`config.mk`:
```
export PLATFORM = sky130hd
export DESIGN_NAME = timer_bus_arb_flat
export DESIGN_NICKNAME = d
export VERILOG_FILES = /design/src/rtl/timer_bus_arb_pkg.sv /design/src/rtl/timer_bus_arb_if.sv /design/src/rtl/timer_bus_arb_rr2.sv /design/src/rtl/timer_bus_arb.sv /design/src/flat_wrapper.sv
export SDC_FILE = /design/constraint.sdc
export NUM_CORES = 1
export LEC_CHECK = 0
export ABC_AREA = 1
export ABC_CLOCK_PERIOD_IN_PS = 1800
export BUFFER_PORTS_ARGS = -buffer_cell sky130_fd_sc_hd__buf_2
export CAP_MARGIN = 40
export CELL_PAD_IN_SITES_DETAIL_PLACEMENT = 0
export CELL_PAD_IN_SITES_GLOBAL_PLACEMENT = 1
export CORE_MARGIN = 4
export CORE_UTILIZATION = 32
export CTS_CLUSTER_SIZE = 25
export DETAILED_ROUTE_END_ITERATION = 8
export PLACE_DENSITY = 0.8
export SETUP_SLACK_MARGIN = 0.1
export SLEW_MARGIN = 20
export SYNTH_ARGS = -nofsm -noshare
export SYNTH_HDL_FRONTEND = slang
export SYNTH_SLANG_ARGS = --single-unit
```
`constraint.sdc`:
```
create_clock -name clk -period 1.8 [get_ports clk]
set_input_delay 0.36 -clock clk [delete_from_list [all_inputs] [get_ports clk]]
set_output_delay 0.36 -clock clk [all_outputs]
set_load 0.005 [all_outputs]
```
`src/rtl/timer_bus_arb_pkg.sv`:
```
// Shared types and constants for the timer local-bus arbiter.
// Holds the FSM encoding, bus widths, the lock-timeout default and a payload packer.
package timer_bus_arb_pkg;

    localparam int XLEN         = 32;
    localparam int AW           = 16;
    localparam int WEW          = 3;
    localparam int LOCK_TMO_DEF = 16;

    typedef enum logic [1:0] {
        ST_IDLE  = 2'd0,
        ST_ISSUE = 2'd1,
        ST_CAPT  = 2'd2,
        ST_DONE  = 2'd3
    } arb_state_t;

    typedef struct packed {
        logic [AW-1:0]   addr;
        logic [WEW-1:0]  we;
        logic [XLEN-1:0] wdata;
        logic            lock;
    } arb_payload_t;

    function automatic arb_payload_t pack_payload(
        input logic [AW-1:0]   addr,
        input logic [WEW-1:0]  we,
        input logic [XLEN-1:0] wdata,
        input logic            lock
    );
        arb_payload_t p;
        p.addr  = addr;
        p.we    = we;
        p.wdata = wdata;
        p.lock  = lock;
        return p;
    endfunction

endpackage

```
`src/rtl/timer_bus_arb_if.sv`:
```
// Two bus-master request ports plus the timer's single sel/addr/we/wdata/rdata port.
// slave = arbiter view, master = fabric-and-timer view.
interface timer_bus_arb_if;
    import timer_bus_arb_pkg::*;

    logic            m0_req;
    logic            m0_lock;
    logic [AW-1:0]   m0_addr;
    logic [WEW-1:0]  m0_we;
    logic [XLEN-1:0] m0_wdata;
    logic            m0_ack;
    logic [XLEN-1:0] m0_rdata;

    logic            m1_req;
    logic            m1_lock;
    logic [AW-1:0]   m1_addr;
    logic [WEW-1:0]  m1_we;
    logic [XLEN-1:0] m1_wdata;
    logic            m1_ack;
    logic [XLEN-1:0] m1_rdata;

    logic            sel;
    logic [AW-1:0]   addr;
    logic [WEW-1:0]  we;
    logic [XLEN-1:0] wdata;
    logic [XLEN-1:0] rdata;

    modport slave (
        input  m0_req, m0_lock, m0_addr, m0_we, m0_wdata,
        input  m1_req, m1_lock, m1_addr, m1_we, m1_wdata,
        input  rdata,
        output m0_ack, m0_rdata, m1_ack, m1_rdata,
        output sel, addr, we, wdata
    );

    modport master (
        output m0_req, m0_lock, m0_addr, m0_we, m0_wdata,
        output m1_req, m1_lock, m1_addr, m1_we, m1_wdata,
        output rdata,
        input  m0_ack, m0_rdata, m1_ack, m1_rdata,
        input  sel, addr, we, wdata
    );

endinterface

```
`src/rtl/timer_bus_arb_rr2.sv`:
```
// Two-input round-robin pick with lock mask.
// Latency: combinational. Backpressure: none; a held lock masks the non-owner.
// The caller decides when the grant is consumed.
module timer_bus_arb_rr2
    import timer_bus_arb_pkg::*;
(
    input  logic [1:0] i_req,
    input  logic       i_last,
    input  logic       i_lock_vld,
    input  logic       i_lock_owner,
    output logic       o_grant_id,
    output logic       o_grant_vld
);

    always_comb begin
        o_grant_id  = 1'b0;
        o_grant_vld = 1'b0;
        if (i_lock_vld) begin
            o_grant_id  = i_lock_owner;
            o_grant_vld = i_req[i_lock_owner];
        end else begin
            o_grant_vld = |i_req;
            case (i_req)
                2'b01:   o_grant_id = 1'b0;
                2'b10:   o_grant_id = 1'b1;
                // tie goes to whoever was not served last
                2'b11:   o_grant_id = ~i_last;
                default: o_grant_id = 1'b0;
            endcase
        end
    end

endmodule

```
`src/rtl/timer_bus_arb.sv`:
```
// Serialises two masters onto the timer local bus, round-robin with an optional ownership lock.
// Latency: req in IDLE at T -> sel T+1, rdata capture T+2, ack T+3, IDLE again T+4.
// Backpressure: masters hold req+payload until ack; losers and locked-out masters simply wait.
module timer_bus_arb
    import timer_bus_arb_pkg::*;
#(
    parameter int LOCK_TMO = LOCK_TMO_DEF
) (
    input  logic            clk,
    input  logic            rst_n,
    timer_bus_arb_if.slave  bus
);

    localparam int CW = $clog2(LOCK_TMO + 1);

    arb_state_t      r_state;
    arb_state_t      w_state_nxt;
    arb_payload_t    r_pl;
    arb_payload_t    w_pl0;
    arb_payload_t    w_pl1;
    logic            r_owner;
    logic            r_last;
    logic            r_lock_vld;
    logic            r_lock_owner;
    logic [CW-1:0]   r_lock_cnt;
    logic [XLEN-1:0] r_m0_rdata;
    logic [XLEN-1:0] r_m1_rdata;

    logic [1:0]      w_req;
    logic            w_grant_id;
    logic            w_grant_vld;
    logic            w_grant;
    logic            w_sel;
    logic            w_done;
    logic            w_capt;
    logic            w_own_req;
    logic            w_lock_wait;

    assign w_req = {bus.m1_req, bus.m0_req};
    assign w_pl0 = pack_payload(bus.m0_addr, bus.m0_we, bus.m0_wdata, bus.m0_lock);
    assign w_pl1 = pack_payload(bus.m1_addr, bus.m1_we, bus.m1_wdata, bus.m1_lock);

    timer_bus_arb_rr2 u_rr2 (
        .i_req        (w_req),
        .i_last       (r_last),
        .i_lock_vld   (r_lock_vld),
        .i_lock_owner (r_lock_owner),
        .o_grant_id   (w_grant_id),
        .o_grant_vld  (w_grant_vld)
    );

    always_ff @(posedge clk) begin
        if (!rst_n) begin
            r_state <= ST_IDLE;
        end else begin
            r_state <= w_state_nxt;
        end
    end

    always_comb begin
        w_state_nxt = r_state;
        w_grant     = 1'b0;
        w_sel       = 1'b0;
        w_capt      = 1'b0;
        w_done      = 1'b0;
        case (r_state)
            ST_IDLE: begin
                if (w_grant_vld) begin
                    w_grant     = 1'b1;
                    w_state_nxt = ST_ISSUE;
                end
            end
            ST_ISSUE: begin
                w_sel       = 1'b1;
                w_state_nxt = ST_CAPT;
            end
            ST_CAPT: begin
                w_capt      = 1'b1;
                w_state_nxt = ST_DONE;
            end
            ST_DONE: begin
                w_done      = 1'b1;
                w_state_nxt = ST_IDLE;
            end
            default: w_state_nxt = ST_IDLE;
        endcase
    end

    // Payload is frozen at grant; later changes on the master side are ignored.
    always_ff @(posedge clk) begin
        if (!rst_n) begin
            r_pl    <= '0;
            r_owner <= 1'b0;
            r_last  <= 1'b1;
        end else if (w_grant) begin
            r_pl    <= w_grant_id ? w_pl1 : w_pl0;
            r_owner <= w_grant_id;
            r_last  <= w_grant_id;
        end
    end

    always_ff @(posedge clk) begin
        if (!rst_n) begin
            r_m0_rdata <= '0;
            r_m1_rdata <= '0;
        end else if (w_capt) begin
            if (r_owner) begin
                r_m1_rdata <= bus.rdata;
            end else begin
                r_m0_rdata <= bus.rdata;
            end
        end
    end

    assign w_own_req   = r_lock_owner ? bus.m1_req : bus.m0_req;
    assign w_lock_wait = (r_state == ST_IDLE) && r_lock_vld && !w_own_req;

    // An owner that goes quiet for LOCK_TMO idle cycles forfeits the lock.
    always_ff @(posedge clk) begin
        if (!rst_n) begin
            r_lock_vld   <= 1'b0;
            r_lock_owner <= 1'b0;
            r_lock_cnt   <= '0;
        end else begin
            if (w_done) begin
                if (r_pl.lock) begin
                    r_lock_vld   <= 1'b1;
                    r_lock_owner <= r_owner;
                end else if (r_lock_owner == r_owner) begin
                    r_lock_vld   <= 1'b0;
                end
            end
            if (w_grant) begin
                r_lock_cnt <= '0;
            end else if (w_lock_wait) begin
                if (r_lock_cnt == CW'(LOCK_TMO - 1)) begin
                    r_lock_cnt <= '0;
                    r_lock_vld <= 1'b0;
                end else begin
                    r_lock_cnt <= r_lock_cnt + 1'b1;
                end
            end
        end
    end

    assign bus.sel      = w_sel;
    assign bus.addr     = w_sel ? r_pl.addr  : '0;
    assign bus.we       = w_sel ? r_pl.we    : '0;
    assign bus.wdata    = w_sel ? r_pl.wdata : '0;
    assign bus.m0_ack   = w_done & ~r_owner;
    assign bus.m1_ack   = w_done &  r_owner;
    assign bus.m0_rdata = r_m0_rdata;
    assign bus.m1_rdata = r_m1_rdata;

endmodule

```
`src/flat_wrapper.sv`:
```
// flat-port wrapper written by rule: the top's interface ports become plain ports
module timer_bus_arb_flat import timer_bus_arb_pkg::*;
#(
    parameter int LOCK_TMO = LOCK_TMO_DEF
)
  (clk, rst_n, bus_m0_req, bus_m0_lock, bus_m0_addr, bus_m0_we, bus_m0_wdata, bus_m1_req, bus_m1_lock, bus_m1_addr, bus_m1_we, bus_m1_wdata, bus_rdata, bus_m0_ack, bus_m0_rdata, bus_m1_ack, bus_m1_rdata, bus_sel, bus_addr, bus_we, bus_wdata);
  timer_bus_arb_if bus_i ();
  input  logic clk;
  input  logic rst_n;
  input wire logic [$bits(bus_i.m0_req)-1:0] bus_m0_req;
  input wire logic [$bits(bus_i.m0_lock)-1:0] bus_m0_lock;
  input wire logic [$bits(bus_i.m0_addr)-1:0] bus_m0_addr;
  input wire logic [$bits(bus_i.m0_we)-1:0] bus_m0_we;
  input wire logic [$bits(bus_i.m0_wdata)-1:0] bus_m0_wdata;
  input wire logic [$bits(bus_i.m1_req)-1:0] bus_m1_req;
  input wire logic [$bits(bus_i.m1_lock)-1:0] bus_m1_lock;
  input wire logic [$bits(bus_i.m1_addr)-1:0] bus_m1_addr;
  input wire logic [$bits(bus_i.m1_we)-1:0] bus_m1_we;
  input wire logic [$bits(bus_i.m1_wdata)-1:0] bus_m1_wdata;
  input wire logic [$bits(bus_i.rdata)-1:0] bus_rdata;
  output wire logic [$bits(bus_i.m0_ack)-1:0] bus_m0_ack;
  output wire logic [$bits(bus_i.m0_rdata)-1:0] bus_m0_rdata;
  output wire logic [$bits(bus_i.m1_ack)-1:0] bus_m1_ack;
  output wire logic [$bits(bus_i.m1_rdata)-1:0] bus_m1_rdata;
  output wire logic [$bits(bus_i.sel)-1:0] bus_sel;
  output wire logic [$bits(bus_i.addr)-1:0] bus_addr;
  output wire logic [$bits(bus_i.we)-1:0] bus_we;
  output wire logic [$bits(bus_i.wdata)-1:0] bus_wdata;
  assign bus_i.m0_req = bus_m0_req;
  assign bus_i.m0_lock = bus_m0_lock;
  assign bus_i.m0_addr = bus_m0_addr;
  assign bus_i.m0_we = bus_m0_we;
  assign bus_i.m0_wdata = bus_m0_wdata;
  assign bus_i.m1_req = bus_m1_req;
  assign bus_i.m1_lock = bus_m1_lock;
  assign bus_i.m1_addr = bus_m1_addr;
  assign bus_i.m1_we = bus_m1_we;
  assign bus_i.m1_wdata = bus_m1_wdata;
  assign bus_i.rdata = bus_rdata;
  assign bus_m0_ack = bus_i.m0_ack;
  assign bus_m0_rdata = bus_i.m0_rdata;
  assign bus_m1_ack = bus_i.m1_ack;
  assign bus_m1_rdata = bus_i.m1_rdata;
  assign bus_sel = bus_i.sel;
  assign bus_addr = bus_i.addr;
  assign bus_we = bus_i.we;
  assign bus_wdata = bus_i.wdata;
  timer_bus_arb #(.LOCK_TMO(LOCK_TMO)) u_core (.clk(clk), .rst_n(rst_n), .bus(bus_i));
endmodule
```
After elaboration in Yosys (flattened, before gate mapping)
Cells that the tools add are included.
W data, S select, Z words.
Storage, ports and cells
  register bits: 127
  bits in latches: 0
  bits in writable memories: 0
  bits in read-only memories: 0
  bits of input ports: 140
  memories kept: 0
Operators by class
  add/subtract/negate cells: 1
  multipliers: 0
  div/mod/pow operators: 0
  $lt $le $gt $ge: 1
  equal/unequal tests: 8
  shift operators: 0
  mux-type cells: 23
  bitwise logic cells: 5
  reduce and logical (&&, ||, !) cells: 9
Operators by type and width (count)
  $mux W52: 1
  $mux W32: 1
  $mux W16: 1
  $mux W1: 15
  $eq A2 B2 Y1 const B: 4
  $pmux W2 S4: 1
  $reduce_and A2 Y1: 3
  $add A5 B1 Y5 const B: 1
  $eq A5 B4 Y1 const B: 1
  $mux W5: 1
  $reduce_or A2 Y1: 2
  $mux W3: 1
  $not A1 Y1: 3
  $and A1 B1 Y1: 2
  $eq A2 B1 Y1 const B: 1
  $logic_and A1 B1 Y1: 2
  $logic_not A2 Y1: 1
  $lt A1 B2 Y1 const B: 1
  $mux W2: 1
  $ne A2 B2 Y1 const B: 1
  $pmux W1 S2: 1
  $eq A1 B1 Y1: 1
  $logic_not A1 Y1: 1

Depth between registers and ports, before layout
Gate-level depths: netlist (run 1).
  depth after elaboration: 7
  depth in mapped cells: 9

Modules after synthesis
Synthesis (run 1) repeated with hierarchy kept, for this count alone.
Second synthesis, totals
  cell total of the unflattened synthesis: 707
  area, all modules: 5402.7 um^2
Modules (own cells, without submodules)
  timer_bus_arb: times used 1, cells an instance 697, area an instance 5363.9 um^2
  timer_bus_arb_rr2: times used 1, cells an instance 10, area an instance 38.8 um^2

Worst setup path after synthesis (run 1)
Ideal clock, no wire load.
  path type: flip-flop to output port
  start: register u_core.r_state[1]
  end: output port bus_addr[0]
  arrival time: 1.172 ns
  setup slack: 0.268 ns
  cell stages (with the launch flop): 7
  cells stage by stage: dfxtp_1 inv_1 ha_1 clkbuf_1 clkbuf_1 nand2_1 inv_1
Between the ends
  cells in the longest elaborated chain, start to end: 3
RTL lines
  start, declared: RTL line timer_bus_arb.sv:16  | arb_state_t r_state;
  start signal, assigned: RTL line timer_bus_arb.sv:56  | r_state <= w_state_nxt;
  $eq A2 B1 Y1: RTL line timer_bus_arb.sv:66  | case (r_state)
  $mux W1: RTL line timer_bus_arb.sv:66
  net bus_sel: RTL line flat_wrapper.sv:25  | output wire logic [$bits(bus_i.sel)-1:0] bus_sel;
  $mux W16: RTL line timer_bus_arb.sv:147  | assign bus.addr = w_sel ? r_pl.addr : '0;
  end, declared: RTL line flat_wrapper.sv:26  | output wire logic [$bits(bus_i.addr)-1:0] bus_addr;
The timed path passes the listed nets, and every way through them passes these cells.

Worst setup path in the final report (run 1)
  start: register u_core.r_state[1]
  end: output port bus_wdata[12]
Between the ends
  cells in the longest elaborated chain, start to end: 3
RTL lines
  $eq A2 B1 Y1: RTL line timer_bus_arb.sv:66
  $mux W1: RTL line timer_bus_arb.sv:66
  $mux W32: RTL line timer_bus_arb.sv:149  | assign bus.wdata = w_sel ? r_pl.wdata : '0;
  end, declared: RTL line flat_wrapper.sv:28  | output wire logic [$bits(bus_i.wdata)-1:0] bus_wdata;
No other way between the ends.

==> results of run 1 <==
==> flip-flops by register name, summed over array words and instances (netlist names) <==
name	flops
u_core.r_pl	52
u_core.bus.m0_rdata	32
u_core.bus.m1_rdata	32
u_core.r_lock_cnt	5
u_core.r_state	2
u_core.r_last	1
u_core.r_lock_owner	1
u_core.r_lock_vld	1
u_core.r_owner	1
==> placed cells by master (no fill, tap or decap), types with 10 or more instances in the layout <==
master | synthesis | final
buf_4 | 10 | 26
dfxtp_1 | 127 | 125
o21ai_0 | 66 | 66
nand3_1 | 116 | 116
buf_2 | 7 | 244
inv_2 | 2 | 13
clkbuf_16 | 0 | 17
nand2_1 | 283 | 272
buf_6 | 5 | 14
inv_1 | 69 | 58
nor2_1 | 140 | 140
nand2_4 | 1 | 10
==> routing by layer <==
| layer | vias to the layer above | share of wire | track usage |
|---|---|---|---|
| li1 | 3261 | - | - |
| met2 | 174 | 0.48 | 0.294 |
| met1 | 2744 | 0.44 | 0.231 |
| met5 | - | 0 | 0 |
| met3 | 25 | 0.066 | 0.0457 |
| met4 | 0 | 0.019 | 0.0685 |
==> logic make-up after synthesis <==
logic type,count (synthesis),share of synthesized area
AOI/OAI and AO/OA,69,0.0596
xor gates and xnor gates,1,0.00151
adders and majority gates,6,0.0130
buffers and inverters,129,0.0981
DFF,127,0.439
and+or+nand+nor,550,0.389
==> tightest hold or removal path, delay by kind of cell <==
family / cells / cell delay [ns]
simple gates: 1 / 0.07
buf+inv: 1 / 0.08
compound gates: 1 / 0.07
==> cell type report <==
| type | count | area (um^2) | share of cell area |
|---|---|---|---|
| Sequential cell | 127 | 2540 | 0.306 |
| Clock buffer | 21 | 480 | 0.0577 |
| Clock inverter | 11 | 153 | 0.0183 |
| Tap cell | 225 | 282 | 0.0338 |
| Inverter | 71 | 267 | 0.0320 |
| Multi-Input combinational cell | 626 | 2780 | 0.334 |
| Timing Repair Buffer | 295 | 1820 | 0.218 |
==> per-stage QoR <==
stage	util	hold slack (ns)	worst slack, ns	area (um^2)	TNS (ns)
after floorplan	-	0.422	0.268	5790	0
after global placement	0.417	0.440	-0.117	7310	-1.81
after detailed placement	0.418	0.435	-0.0252	7330	-0.0418
after CTS	0.466	0.183	-0.144	8170	-4.42
after global routing	0.474	0.204	-0.173	8320	-6.56
final	0.474	0.203	-0.116	8320	-2.88
==> power by group through the flow <==
stage	clock (mW)	sequential [mW]	combinational, mW
2_1_floorplan	0	3.82	1.91
3_3_place_gp	0	3.81	3.07
3_5_place_dp	0	3.82	3.12
4_1_cts	3.73	3.78	3.54
5_1_grt	3.85	3.88	4.08
6_report	3.66	3.80	3.64
==> final timing paths <==
check,start,cells past startpoint,endpoint
max,u_core.r_state[1],8,bus_wdata[12]
min,bus_rdata[26],3,u_core.bus.m0_rdata[26]
max reg2reg,u_core.r_state[1],10,u_core.r_lock_cnt[0]
min reg2reg,u_core.r_lock_cnt[4],2,u_core.r_lock_cnt[4]
==> repair_timing <==
item | 4_1_cts | 5_1_grt
hold buffers | 0 | 0
cloned | 3 | 0
endpoints found under the setup margin | 54 | 55
resized for setup | 17 | 39
buffers inserted | 8 | 1
pin swaps | 5 | 5
==> reports/qor.csv, run 1 <==
stage,metric,value,unit
setup_path,crit end category,output port,
clocking,root buffer cell,clkbuf_16,
timing,Final Hold Viols,0,
clocking,clock latency on the worst-skew pair,0.42,ns
routing,vias per cell,4.51,
power_and_ir_drop,power share of the combinational group,0.328,
synthesis,sequential area share after synthesis,0.439,
routing,vias,6204,
grt,global-route wire length before repair,29400,um
setup_path,startpoint types,flop,
routing,DRC errors left,0,
synthesis,most frequent cells after synthesis,"nand2_1 (283), nor2_1 (140), dfxtp_1 (127)",
timing,Final Max Slew Viols,0,
synthesis,Synth top area share,0.439,
timing,RSZ-0062 raised after global routing,true,
synthesis,syn nets,1028,
die,# IOs,258,
placement,dpl cells,1332,
clocking,cts bufs inserted,17,
setup_path,flop2flop setup slack,0.20,ns
setup_path,crit-path leading delay family,buffers and inverters,
clocking,CTS H-Tree Depth,4,
final_layout,layout filler cell count,1842,
timing,Final setup violation count,52,
routing,DR WL/cell,13.9,um
status,status,"finished, violations left",
synthesis,cell with the most instances after synthesis,nand2_1,
power_and_ir_drop,Pwr per Cell Area,1330,nW/um^2
die,Initial Utilization,0.330,
synthesis,Yosys top cell by area,dfxtp_1,
setup_path,Crit Path Max Fanout,5,
setup_path,crit-path max cell delay,0.33,ns
die,row cnt,48,
final_layout,Antenna Diode Count,0,
power_and_ir_drop,switching power total,3.71,mW
routing,ANT nets after route,0,
setup_path,data required time of the worst path,1.44,ns
power_and_ir_drop,Sw Share,0.334,
grt,largest net degree at the start of global routing,125,
run,Max Cap Viol,0,
final_layout,share of layout cells above drive strength 1,0.315,
grt,"Remaining Overflow, GRT",0,
clocking,Max clock buf depth,2,
placement,HPWL Detailed,12700,um
die,Die Wd,143,um
timing,Tmin final,1.92,ns
worst_hold_path,HP Class,in -> reg,
synthesis,Synth Cell Area,5790,um^2
power_and_ir_drop,post-layout power,11.1,mW
setup_path,CP Cell Sequence,inv_2 -> buf_6 -> ha_4 -> buf_12 -> buf_16 -> nand2_4 -> inv_2 -> buf_2,
placement,routability cong.,0.773,
placement,I/O Buffers,257,
synthesis,Syn Inst Count,882,
power_and_ir_drop,power share of the clock group,0.330,
grt,vias in the first global route,5690,
routing,initial DRC count,320,
grt,initial antenna violation count,0,
power_and_ir_drop,Int Pwr,7.39,mW
setup_path,CP most frequent cell,inv_2,
power_and_ir_drop,leak pwr,4.77,nW
power_and_ir_drop,Peak VDD IR,641,uV
die,die height,143,um
power_and_ir_drop,Reg power frac,0.342,
clocking,TritonCTS clock tree,yes,
grt,GR Util All Layers,0.181,
final_layout,fin nets,1284,
final_layout,Finished Layout Cells,1376,
routing,drt total wl,19100,um
clocking,clk slew on worst S/H paths,0.06,ns
synthesis,Syn Area/Cell,6.57,um^2
final_layout,area grow syn2layout,43.7,%
synthesis,Area contributors post-synth,"dfxtp_1 (44%), nand2_1 (18%), nand3_1 (10%), nor2_1 (9.1%), o21ai_0 (5.7%)",
timing,fmax,0.522,GHz
die,Core Box Area,17500,um^2
timing,slew margin rel.,0.639,
synthesis,Yosys cell types,21,
status,failing checks,setup timing,
timing,Final Cycle Share,1.06,
synthesis,Most used DFF post-synth,dfxtp_1,
clocking,Sink Count,127,
timing,Slew @ Worst Pin,0.541,ns
setup_path,Critical path buffers and inverters,6,
timing,final worst slack,-0.116,ns
timing,clock skew,0.00997,ns
setup_path,CP arrival,1.56,ns
setup_path,Worst path slowest cell,dfxtp_2,
synthesis,Yosys reg bits,127,
setup_path,Crit Path Class,reg -> out,
die,die area,20300,um^2
synthesis,number of synthesized flops with an enable pin,0,
synthesis,YS warnings,0,
synthesis,Synth async-reset ratio,0,
routing,drt pass-1 iters,4,
(Power assumes the default switching activity.)
==> run 2, diff against run 1 <==
--- a/config.mk
+++ b/config.mk
@@ -11,6 +11,7 @@
 export CAP_MARGIN = 40
 export CELL_PAD_IN_SITES_DETAIL_PLACEMENT = 0
 export CELL_PAD_IN_SITES_GLOBAL_PLACEMENT = 1
+export CORE_ASPECT_RATIO = 0.7
 export CORE_MARGIN = 4
 export CORE_UTILIZATION = 32
 export CTS_CLUSTER_SIZE = 25
==> run 2 against run 1 <==
  * The run still ends with setup timing left
  * Largest power group unchanged
  * Sequential cell count did not move
  * Sequential power barely moved
  * Register-to-register slack improved by 0.12 ns
  * Critical endpoint is now bus_wdata[28]
==> reports/qor.csv, run 2 (same netlist as run 1, synthesis figures left out) <==
stage,metric,value,unit,change
final_layout,Antenna Diode Count,0,,unchanged
placement,HPWL Detailed,12700,um,about the same
clocking,clock latency on the worst-skew pair,0.41,ns,was 0.42 ns
final_layout,largest register by flop count,u_core.r_pl,,unchanged
die,# IOs,258,,unchanged
timing,fmax,0.541,GHz,was 0.522 GHz
grt,"Remaining Overflow, GRT",0,,unchanged
setup_path,startpoint types,flop,,unchanged
die,die height,121,um,was 143 um
setup_path,Crit Path Max Fanout,14,,was 5
clocking,clk slew on worst S/H paths,0.06,ns,about the same
timing,Final Hold Viols,0,,unchanged
clocking,TritonCTS clock tree,yes,,unchanged
timing,slew margin rel.,0.663,,was 0.639
placement,I/O Buffers,257,,unchanged
final_layout,"commonest cells after routing, fill and taps aside","nand2_1 (280), buf_2 (256), nor2_1 (140)",,"was nand2_1 (272), buf_2 (244), nor2_1 (140)"
routing,DR WL/cell,13.5,um,was 13.9 um
final_layout,area grow syn2layout,37.7,%,was 43.7%
setup_path,CP arrival,1.49,ns,was 1.56 ns
routing,ANT nets after route,0,,unchanged
die,die area,20300,um^2,about the same
die,Core Box Area,17500,um^2,about the same
setup_path,data required time of the worst path,1.44,ns,about the same
setup_path,crit end category,output port,,unchanged
final_layout,share of layout cells above drive strength 1,0.289,,was 0.315
status,failing checks,setup timing,,unchanged
timing,final worst slack,-0.0468,ns,was -0.116 ns
final_layout,max FFs per register,52,,unchanged
clocking,Max clock buf depth,2,,unchanged
final_layout,"commonest non-fill, non-tap cell in the layout",nand2_1,,unchanged
die,Initial Utilization,0.332,,was 0.330
final_layout,final design utilization,0.457,,was 0.474
grt,vias in the first global route,5759,,was 5690
clocking,CTS H-Tree Depth,4,,unchanged
grt,largest net degree at the start of global routing,125,,unchanged
grt,initial antenna violation count,1,,was 0
timing,Final setup violation count,51,,was 52
power_and_ir_drop,post-layout power,10.5,mW,was 11.1 mW
clocking,root buffer cell,clkbuf_16,,unchanged
die,Die Wd,169,um,was 143 um
timing,Slew @ Worst Pin,0.506,ns,was 0.541 ns
routing,drt pass-1 iters,4,,unchanged
routing,vias per cell,4.43,,was 4.51
final_layout,fin nets,1265,,was 1284
placement,pre-CTS setup slack,0.0988,ns,was -0.0252 ns
worst_hold_path,HP Class,in -> reg,,unchanged
setup_path,Crit Path Class,reg -> out,,unchanged
clocking,cts bufs inserted,17,,unchanged
power_and_ir_drop,leak pwr,4.55,nW,was 4.77 nW
clocking,hold_buf cts,0,,unchanged
timing,Final Cycle Share,1.03,,was 1.06
timing,Final Max Slew Viols,0,,unchanged
status,status,"finished, violations left",,unchanged
timing,Tmin final,1.85,ns,was 1.92 ns
grt,GR Util All Layers,0.176,,was 0.181
power_and_ir_drop,Peak VDD IR,686,uV,was 641 uV
timing,clock skew,0.00787,ns,was 0.00997 ns
die,row cnt,40,,was 48
routing,vias,6039,,was 6204
routing,DRC errors left,0,,unchanged
run,Max Cap Viol,0,,unchanged
placement,routability cong.,0.787,,was 0.773
grt,global-route wire length before repair,29400,um,about the same
timing,RSZ-0062 raised after global routing,true,,unchanged
routing,initial DRC count,310,,was 320
power_and_ir_drop,Pwr per Cell Area,1320,nW/um^2,was 1330 nW/um^2
routing,drt total wl,18400,um,was 19100 um
clocking,Sink Count,127,,unchanged
==> run 2: worst paths after layout <==
path | startpoint | endpoint | slack [ns] | cells after the start
setup / recovery | u_core.r_state[0] | bus_wdata[28] | -0.05 | 6
setup reg to reg | u_core.r_lock_vld | u_core.r_lock_cnt[1] | 0.32 | 7
hold reg to reg | u_core.r_lock_cnt[4] | u_core.r_lock_cnt[4] | 0.46 | 2
hold / removal | bus_rdata[7] | u_core.bus.m1_rdata[7] | 0.22 | 3
==> run 2: timing repair <==
action,4_1_cts,5_1_grt
setup buffers,0,1
resized for setup,8,4
setup endpoints to repair,55,88
gates cloned,1,1
pin swaps,1,2
==> run 2: routing by layer <==
metal | part of all wire | global-route usage | wire [um]
met5 | 0.00038 | 0 | 7
met4 | 0.0045 | 0.0279 | 83
met3 | 0.071 | 0.0585 | 1310
met2 | 0.44 | 0.283 | 8150
met1 | 0.48 | 0.236 | 8880
==> run 2: final cells by class <==
type	instances	area [um^2]
clock inverter	13	151
fill	1840	9490
tap	231	289
sequential	127	2540
inverter	71	267
clock buffer	19	453
timing repair buffer	276	1570
multi-input combinational	626	2700
==> run 2: through the flow <==
step	std cells	setup TNS (ns)	cell area, um^2	hold slack, ns
finish	1363	-0.879	7980	0.217
global route	1363	-5.61	7980	0.204
CTS	1361	-1.54	7930	0.194
detailed placement	1328	0	7280	0.447
global placement	1328	0	7280	0.443
floorplan	882	0	5790	0.422
==> run 2: critical path: stages, from the launching register on <==
cell,delay [ns]
dfxtp_2,0.33
buf_6,0.11
ha_4,0.23
buf_8,0.17
nand2_1,0.06
inv_1,0.06
buf_2,0.12
==> run 2: report_power, final <==
group / switching, mW / total [mW] / internal, mW
registers: 0.332 / 3.79 / 3.46
clock network: 1.32 / 3.46 / 2.14
logic: 1.92 / 3.24 / 1.32
==> run 3, diff against run 2 <==
--- a/config.mk
+++ b/config.mk
@@ -17,6 +17,7 @@
 export CTS_CLUSTER_SIZE = 25
 export DETAILED_ROUTE_END_ITERATION = 8
 export PLACE_DENSITY = 0.8
+export RECOVER_POWER = 50
 export SETUP_SLACK_MARGIN = 0.1
 export SLEW_MARGIN = 20
 export SYNTH_ARGS = -nofsm -noshare
==> run 3 against run 2 <==
  * Maximum frequency grew 0.48%
  * Routed wire length shrank 0.14%
  * Largest cell class unchanged
  * The flow still finishes with violations (setup timing)
  * Combinational power shrank 3%
  * Final area shrank 1.0%
  * Clock skew is essentially flat
  * First-iteration DRC count grew 14%
  * Register-to-register slack lost 0.23 ns
  * Die area is the same
  * Sequential power is essentially flat
  * Clock power is essentially flat
  * Sequential share of layout area grew 0.32 points
==> reports/qor.csv, run 3 (same netlist as run 1, synthesis figures left out) <==
stage,metric,value,unit,change
setup_path,data required time of the worst path,1.44,ns,about the same
power_and_ir_drop,Reg power frac,0.366,,was 0.361
final_layout,"commonest non-fill, non-tap cell in the layout",nand2_1,,unchanged
grt,"Remaining Overflow, GRT",0,,unchanged
run,Max Cap Viol,0,,unchanged
die,die height,121,um,unchanged
grt,global-route wire length before repair,29400,um,unchanged
final_layout,layout filler cell count,1875,,was 1840
final_layout,Multi-input gate area,2700,um^2,about the same
die,die area,20300,um^2,unchanged
final_layout,Finished Layout Cells,1363,,unchanged
power_and_ir_drop,switching power total,3.57,mW,about the same
setup_path,startpoint types,flop,,unchanged
routing,ANT nets after route,0,,unchanged
final_layout,sequential cell area,2540,um^2,unchanged
timing,Final Hold Viols,0,,unchanged
grt,GR Util All Layers,0.176,,unchanged
status,failing checks,setup timing,,unchanged
power_and_ir_drop,Int Pwr,6.83,mW,was 6.92 mW
grt,vias in the first global route,5759,,unchanged
final_layout,fin nets,1265,,unchanged
die,Die Wd,169,um,unchanged
clocking,root buffer cell,clkbuf_16,,unchanged
placement,dpl cells,1328,,unchanged
final_layout,largest register by flop count,u_core.r_pl,,unchanged
routing,initial DRC count,352,,was 310
worst_hold_path,HP Class,in -> reg,,unchanged
clocking,CTS H-Tree Depth,4,,unchanged
timing,Final Max Slew Viols,0,,unchanged
setup_path,crit end category,output port,,unchanged
timing,Final setup violation count,50,,was 51
clocking,cts bufs inserted,17,,unchanged
power_and_ir_drop,power share of the clock group,0.332,,was 0.330
grt,initial antenna violation count,1,,unchanged
grt,largest net degree at the start of global routing,125,,unchanged
final_layout,"commonest cells after routing, fill and taps aside","nand2_1 (281), buf_2 (211), nor2_1 (140)",,"was nand2_1 (280), buf_2 (256), nor2_1 (140)"
timing,Slew @ Worst Pin,0.787,ns,was 0.506 ns
timing,Final Cycle Share,1.02,,was 1.03
setup_path,CP arrival,1.48,ns,was 1.49 ns
clocking,clk slew on worst S/H paths,0.06,ns,about the same
routing,DRC errors left,0,,unchanged
timing,Tmin final,1.84,ns,was 1.85 ns
timing,RSZ-0062 raised after global routing,true,,unchanged
die,# IOs,258,,unchanged
power_and_ir_drop,power share of the combinational group,0.302,,was 0.309
timing,final worst slack,-0.0381,ns,was -0.0468 ns
routing,vias,6052,,was 6039
setup_path,Crit Path Max Fanout,9,,was 14
clocking,Max clock buf depth,2,,unchanged
power_and_ir_drop,Peak VDD IR,686,uV,about the same
routing,drt pass-1 iters,4,,unchanged
clocking,Sink Count,127,,unchanged
final_layout,area grow syn2layout,36.3,%,was 37.7%
final_layout,Antenna Diode Count,0,,unchanged
clocking,clock latency on the worst-skew pair,0.40,ns,was 0.41 ns
timing,fmax,0.544,GHz,was 0.541 GHz
timing,clock skew,0.00742,ns,was 0.00787 ns
routing,drt total wl,18400,um,about the same
placement,routability cong.,0.787,,unchanged
die,Initial Utilization,0.332,,unchanged
die,row cnt,40,,unchanged
timing,slew margin rel.,0.475,,was 0.663
placement,I/O Buffers,257,,unchanged
die,Core Box Area,17500,um^2,unchanged
setup_path,Crit Path Class,reg -> out,,unchanged
routing,vias per cell,4.44,,was 4.43
routing,DR WL/cell,13.5,um,about the same
power_and_ir_drop,Sw Share,0.343,,was 0.340
final_layout,max FFs per register,52,,unchanged
final_layout,share of layout cells above drive strength 1,0.246,,was 0.289
final_layout,final design utilization,0.452,,was 0.457
clocking,hold_buf cts,0,,unchanged
power_and_ir_drop,leak pwr,4.35,nW,was 4.55 nW
status,status,"finished, violations left",,unchanged
clocking,TritonCTS clock tree,yes,,unchanged
placement,HPWL Detailed,12700,um,unchanged
power_and_ir_drop,Pwr per Cell Area,1320,nW/um^2,about the same
[run 3: layout make-up]
cell class	instances	area share
clock buffer	19	0.0574
clock inverter	13	0.0192
inverter	71	0.0338
tap	231	0.0366
sequential	127	0.322
multi-input combinational	626	0.342
timing repair buffer	276	0.189
[run 3: path summary, 6_finish.rpt]
kind                            cells past startpoint                       to  slack (ns)                 start
worst max-delay path                                6            bus_wdata[25]       -0.04     u_core.r_state[0]
worst min-delay path                                3  u_core.bus.m0_rdata[16]        0.22         bus_rdata[16]
worst max register to register                      7     u_core.r_lock_cnt[1]        0.09     u_core.r_lock_vld
worst min register to register                      2     u_core.r_lock_cnt[4]        0.45  u_core.r_lock_cnt[4]
[run 3: repair_timing]
item	CTS	global route
setup endpoints to repair	55	88
buffers inserted	0	1
resized for setup	8	4
cloned	1	1
pin swaps	1	2
[run 3: stage by stage]
stage	TNS, ns	power (mW)	instance area (um^2)	hold WS [ns]	setup slack, ns
after global routing	-5.91	11.2	7900	0.204	-0.136
after detailed placement	0	6.93	7280	0.447	0.0988
after global placement	0	6.91	7280	0.443	0.0978
after CTS	-1.54	10.6	7930	0.194	-0.0749
after floorplan	0	5.72	5790	0.422	0.268
final	-0.657	10.4	7900	0.217	-0.0381
[run 3: power groups by stage]
stage	logic, mW	clock network [mW]	registers (mW)
after floorplan	1.91	0	3.82
after global placement	3.08	0	3.83
after detailed placement	3.09	0	3.84
after CTS	3.21	3.56	3.79
after global routing	3.59	3.69	3.88
final	3.14	3.46	3.80
[run 3: layer usage]
metal  track usage  routed length, um
met1         0.236               8880
met2         0.283               8140
met3        0.0585               1320
met4        0.0279                 61
met5             0                  7
[run 3: worst max-delay path, stage by stage (launching register included)]
cell	delay [ns]
dfxtp_2	0.33
buf_6	0.11
ha_4	0.23
clkbuf_16	0.19
nand2_1	0.05
inv_1	0.05
buf_2	0.11
